--- config.mk ---
export PLATFORM = sky130hd
export DESIGN_NAME = output_drain
export DESIGN_NICKNAME = d
export VERILOG_FILES = /design/src/rtl/accel_pkg.sv /design/src/rtl/output_drain.sv
export SDC_FILE = /design/constraint.sdc
export NUM_CORES = 1
export LEC_CHECK = 0
export CORE_ASPECT_RATIO = 1.25
export CORE_UTILIZATION = 33
export DETAILED_ROUTE_END_ITERATION = 8
export SLEW_MARGIN = 5
export SYNTH_ARGS = -nofsm -noshare
export SYNTH_HDL_FRONTEND = slang
export SYNTH_SLANG_ARGS = --single-unit
--- constraint.sdc ---
create_clock -name CLK -period 1.9 [get_ports CLK]
set_input_delay 0.285 -clock CLK [delete_from_list [all_inputs] [get_ports CLK]]
set_output_delay 0.285 -clock CLK [all_outputs]
set_load 0.02 [all_outputs]
--- src/rtl/accel_pkg.sv ---
// Shared accelerator definitions: FSM state encoding and buffer control levels.
package accel_pkg;

  localparam int unsigned ACCEL_ADDR_W = 6;

  typedef enum logic [2:0] {
    IDLE = 3'd0,
    RD   = 3'd1,
    CAP  = 3'd2,
    SEND = 3'd3,
    DONE = 3'd4
  } state_t;

  // Buffer strobes: cen/wen are active-low, ren is active-high.
  localparam logic CEN_ON  = 1'b0;
  localparam logic CEN_OFF = 1'b1;
  localparam logic WEN_RD  = 1'b1;
  localparam logic REN_ON  = 1'b1;
  localparam logic REN_OFF = 1'b0;

endpackage

--- src/rtl/output_drain.sv ---
// Drains DEPTH words from the output buffer starting at OADDR and streams them
// to the host over valid/ready, one word per read/capture/send round.
module output_drain
  import accel_pkg::*;
#(
  parameter int unsigned ADDR_W = ACCEL_ADDR_W,
  parameter int unsigned DATA_W = 32,
  parameter int unsigned DEPTH  = 30
) (
  input  logic              CLK,
  input  logic              RESET,
  input  logic              EN,
  input  logic              START,
  input  logic [ADDR_W-1:0] OADDR,
  output logic              output_wen,
  output logic              output_ren,
  output logic              output_cen,
  output logic [ADDR_W-1:0] output_addr,
  input  logic [DATA_W-1:0] output_rdata,
  output logic              M_VALID,
  input  logic              M_READY,
  output logic [DATA_W-1:0] M_DATA,
  output logic              M_LAST,
  output logic              BUSY,
  output logic              DRAIN_DONE
);

  localparam int unsigned CNT_W = (DEPTH > 1) ? $clog2(DEPTH) : 1;
  localparam logic [CNT_W-1:0] LAST_CNT = CNT_W'(DEPTH - 1);

  state_t state, state_nxt;

  logic [CNT_W-1:0]  cnt, cnt_d;
  logic              ren_d, cen_d, valid_d, last_d, busy_d, done_d;
  logic [ADDR_W-1:0] addr_d;
  logic [DATA_W-1:0] data_d;

  // The buffer is read-only from this side.
  assign output_wen = WEN_RD;

  // State and all output registers; EN low freezes everything.
  always_ff @(posedge CLK) begin
    if (!RESET) begin
      state       <= IDLE;
      cnt         <= '0;
      output_ren  <= REN_OFF;
      output_cen  <= CEN_OFF;
      output_addr <= '0;
      M_VALID     <= 1'b0;
      M_DATA      <= '0;
      M_LAST      <= 1'b0;
      BUSY        <= 1'b0;
      DRAIN_DONE  <= 1'b0;
    end else if (EN) begin
      state       <= state_nxt;
      cnt         <= cnt_d;
      output_ren  <= ren_d;
      output_cen  <= cen_d;
      output_addr <= addr_d;
      M_VALID     <= valid_d;
      M_DATA      <= data_d;
      M_LAST      <= last_d;
      BUSY        <= busy_d;
      DRAIN_DONE  <= done_d;
    end
  end

  always_comb begin
    state_nxt = state;
    unique case (state)
      IDLE:    if (START) state_nxt = RD;
      RD:      state_nxt = CAP;
      CAP:     state_nxt = SEND;
      SEND:    if (M_READY) state_nxt = M_LAST ? DONE : RD;
      DONE:    state_nxt = IDLE;
      default: state_nxt = IDLE;
    endcase
  end

  always_comb begin
    cnt_d   = cnt;
    ren_d   = output_ren;
    cen_d   = output_cen;
    addr_d  = output_addr;
    valid_d = M_VALID;
    data_d  = M_DATA;
    last_d  = M_LAST;
    done_d  = DRAIN_DONE;
    unique case (state)
      IDLE: begin
        done_d = 1'b0;
        if (START) begin
          addr_d = OADDR;
          cen_d  = CEN_ON;
          ren_d  = REN_ON;
          cnt_d  = '0;
        end else begin
          cen_d = CEN_OFF;
          ren_d = REN_OFF;
        end
      end
      RD: begin
        cen_d = CEN_OFF;
        ren_d = REN_OFF;
      end
      CAP: begin
        data_d  = output_rdata;
        valid_d = 1'b1;
        last_d  = (cnt == LAST_CNT);
      end
      SEND: begin
        if (M_READY) begin
          valid_d = 1'b0;
          if (M_LAST) begin
            last_d = 1'b0;
          end else begin
            // Address wraps modulo 2**ADDR_W by plain overflow.
            cnt_d  = cnt + CNT_W'(1);
            addr_d = output_addr + ADDR_W'(1);
            cen_d  = CEN_ON;
            ren_d  = REN_ON;
          end
        end
      end
      DONE: done_d = 1'b1;
      default: ;
    endcase
    busy_d = (state_nxt != IDLE);
  end

endmodule

==> metrics.yaml <==
sta:
  timing.hold.ws_ns: 0.4578
  finalCriticalPeriod_ns: 1.662
  final.setup.tns_ns: 0
  fmax_mhz: 601.6
  hold_viol_final: 0
  setup_violations: 0
  rsz0062_at_grt: "false"
  maxSlewViolCount: 0
  finClkSkew_ns: 0.009206
  finalCritPeriodShare_pct: 87.48
  timing.final.ws_setup_ns: 0.2379
floorplanning:
  io_pins: 88
  fp.dieW_um: 74.48
  start_util_pct: 34.70
  dieHeight_um: 92.60
  die_area_mm2: 0.006897
  core_mm2: 0.006246
  rows: 32
cts:
  ctsLongestPathBuffers: 2
  cts_inserted_buffers: 5
  path_clk_slew_ns: 0.09
  h-tree-depth: 2
  clock-root-buffer: "clkbuf_8"
  worstSkewPairLatency_ns: 0.30
  cts_hold_buffers: 0
  clock_sinks: 52
  post-cts-setup-buffer-count: 0
  post_cts_resized: 0
  cts_tree: "built"
critical_path:
  required_ns: 1.62
  crit_type: "reg2out"
  critPathCapture: "M_LAST"
  crit_buf_inv: 1
  r2r-start: "state[0]$_SDFFE_PN0P_"
  ff2ff_setup_slack_ns: 0.25
  reg2reg_depth: 4
  crit_path_max_incr_delay_ns: 0.65
  path_max_fanout: 5
  end_kind: "primary output"
  crit_family: "buffers and inverters"
  cp-startpoint: "M_LAST$_SDFFE_PN0P_"
  cp_slowest_cell: "clkdlybuf4s50_1"
  worstReg2RegEnd: "output_addr[0]$_SDFFE_PN0P_"
  worst-path-stages: 1
  cp.arrival_ns: 1.38
  critPathLaunchType: "flop"
  cp_cell_sequence: "clkdlybuf4s50_1"
power:
  power_leakage_uw: 0.001147
  p_per_area_mw_per_mm2: 667.1
  irDropWorstVdd_mv: 0.4195
synth:
  syn_area_mm2: 0.002167
  synth_compound_area_share_pct: 19.11
  synth_ff_type: "dfxtp_1"
  synth_xor_area_share_pct: 0
  ys_ff_latch: 52
  yosys.area_share.simple_pct: 23.90
  netlist_instances: 267
  synth_top_area_share_pct: 48.04
  syn_nets: 313
  synth_warnings: 0
  synthAdderAreaFrac_pct: 1.732
  yosysSeqAreaShare_pct: 48.04
  synth.avg_cell_area_um2: 8.116
  synth_top_cell_by_area: "dfxtp_1"
  synth_edf_count: 0
  synthMuxAreaShare_pct: 1.443
  async_flop_share_pct: 0
  netlist_top_cells_count: "nand2_1, dfxtp_1, a21oi_1"
  synth_area_leaders: "dfxtp_1, nand2_1, a21oi_1"
  synth_top_family_by_area: "simple AND/OR/NAND/NOR gates"
  ys_types: 38
  yosysMostFrequentCell: "nand2_1"
detailed_routing:
  drc: 0
  firstDrtPassIters: 4
  first_iter_violations: 104
  drt-vias-per-instance: 4.657
  vias: 2049
  ant_nets: 0
  wl_per_cell_um: 12.28
  wirelength_mm: 5.403
flow_run:
  maxCapViolCount: 0
place:
  port_buffers: 86
  dpl_cell_area_mm2: 0.003173
  post-dp-hpwl_mm: 3.760
  pre_cts_ws_ns: 0.09674
  dp_cells: 432
  routabilityCongestion: 0.7800
final_layout:
  antenna_cells: 0
  design_area_mm2: 0.003281
  finalNonFillerCells: 440
  area_delta_synth_final_pct: 51.39
  nNetsFinal: 400
  drive_above_1_share_pct: 7.887
min_path:
  holdPathStages: 2
  hp-class: "reg2reg"
grt:
  grt_overflow_total: 0
  grt_pass1_wl_mm: 9.114
  grt_max_degree: 40
  grt_usage_pct: 16.69
  grt_pass1_vias: 2046
  antenna_found_initial: 0
outcome:
  outcome: "finished clean"
[flip-flops by register name, indices dropped and copies added (netlist names)]
name and cells:
M_DATA 32, output_addr 6, cnt 5, state 3, BUSY 1, DRAIN_DONE 1, M_LAST 1, M_VALID 1
output_cen 1, output_ren 1
[layer usage]
layer / part of all wire [%] / up-vias / track usage [%] / wire length [um]
li1: - / 1075 / - / -
met3: 9.0 / 6 / 7.073 / 484
met4: 1.1 / 0 / 4.245 / 61
met1: 44 / 903 / 19.74 / 2404
met2: 45 / 65 / 27.33 / 2453
met5: 0 / - / 0 / 0
[worst min path at each step]
| stage | slack [ns] | to | start |
|---|---|---|---|
| 2_1_floorplan | 0.38 | state[1]$_SDFFE_PN0P_ | EN |
| 3_3_place_gp | 0.44 | M_DATA[3]$_SDFFE_PN0P_ | M_DATA[3]$_SDFFE_PN0P_ |
| 3_5_place_dp | 0.45 | M_DATA[2]$_SDFFE_PN0P_ | M_DATA[2]$_SDFFE_PN0P_ |
| 4_1_cts | 0.46 | M_DATA[2]$_SDFFE_PN0P_ | M_DATA[2]$_SDFFE_PN0P_ |
| 5_1_grt | 0.48 | M_DATA[5]$_SDFFE_PN0P_ | M_DATA[5]$_SDFFE_PN0P_ |
| 6_report | 0.46 | M_DATA[20]$_SDFFE_PN0P_ | M_DATA[20]$_SDFFE_PN0P_ |
[report_power, final]
group,switching [uW],leakage (uW),total (uW),internal [uW]
Sequential,25.2,0.000421,1140,1120
Combinational,127,0.000671,300,172
Clock,356,0.0000552,747,392
Total,508,0.00115,2190,1680
[metrics by stage]
stage          util [%]  power [uW]
2_1_floorplan         -        1294
3_3_place_gp      50.80        1468
3_5_place_dp      50.80        1469
4_1_cts           52.52        2224
5_1_grt           52.52        2305
6_report          52.52        2188
[logic make-up after synthesis]
group	count (synthesis)
other	1
DFF	52
muxes	3
and+or+nand+nor	114
AOI/OAI and AO/OA	69
adders and majority gates	3
buffers and inverters	25
[layout by cell type, fill, tap and decap left out, types with 6 or more instances in the layout]
cell type        count
nor2_1              10
dfxtp_1             52
inv_1                6
a21oi_1             44
clkdlybuf4s50_1     86
buf_4               10
nand2_1             75
[cell type report]
class | instances | area (um2)
Timing Repair Buffer | 99 | 996.0
Clock inverter | 2 | 35.03
Sequential cell | 52 | 1041
Fill cell | 651 | 2965
Multi-Input combinational cell | 190 | 1007
Tap cell | 85 | 106.4
Clock buffer | 6 | 72.57
Inverter | 6 | 22.52
Note: power is estimated with default switching activity, not from simulation.
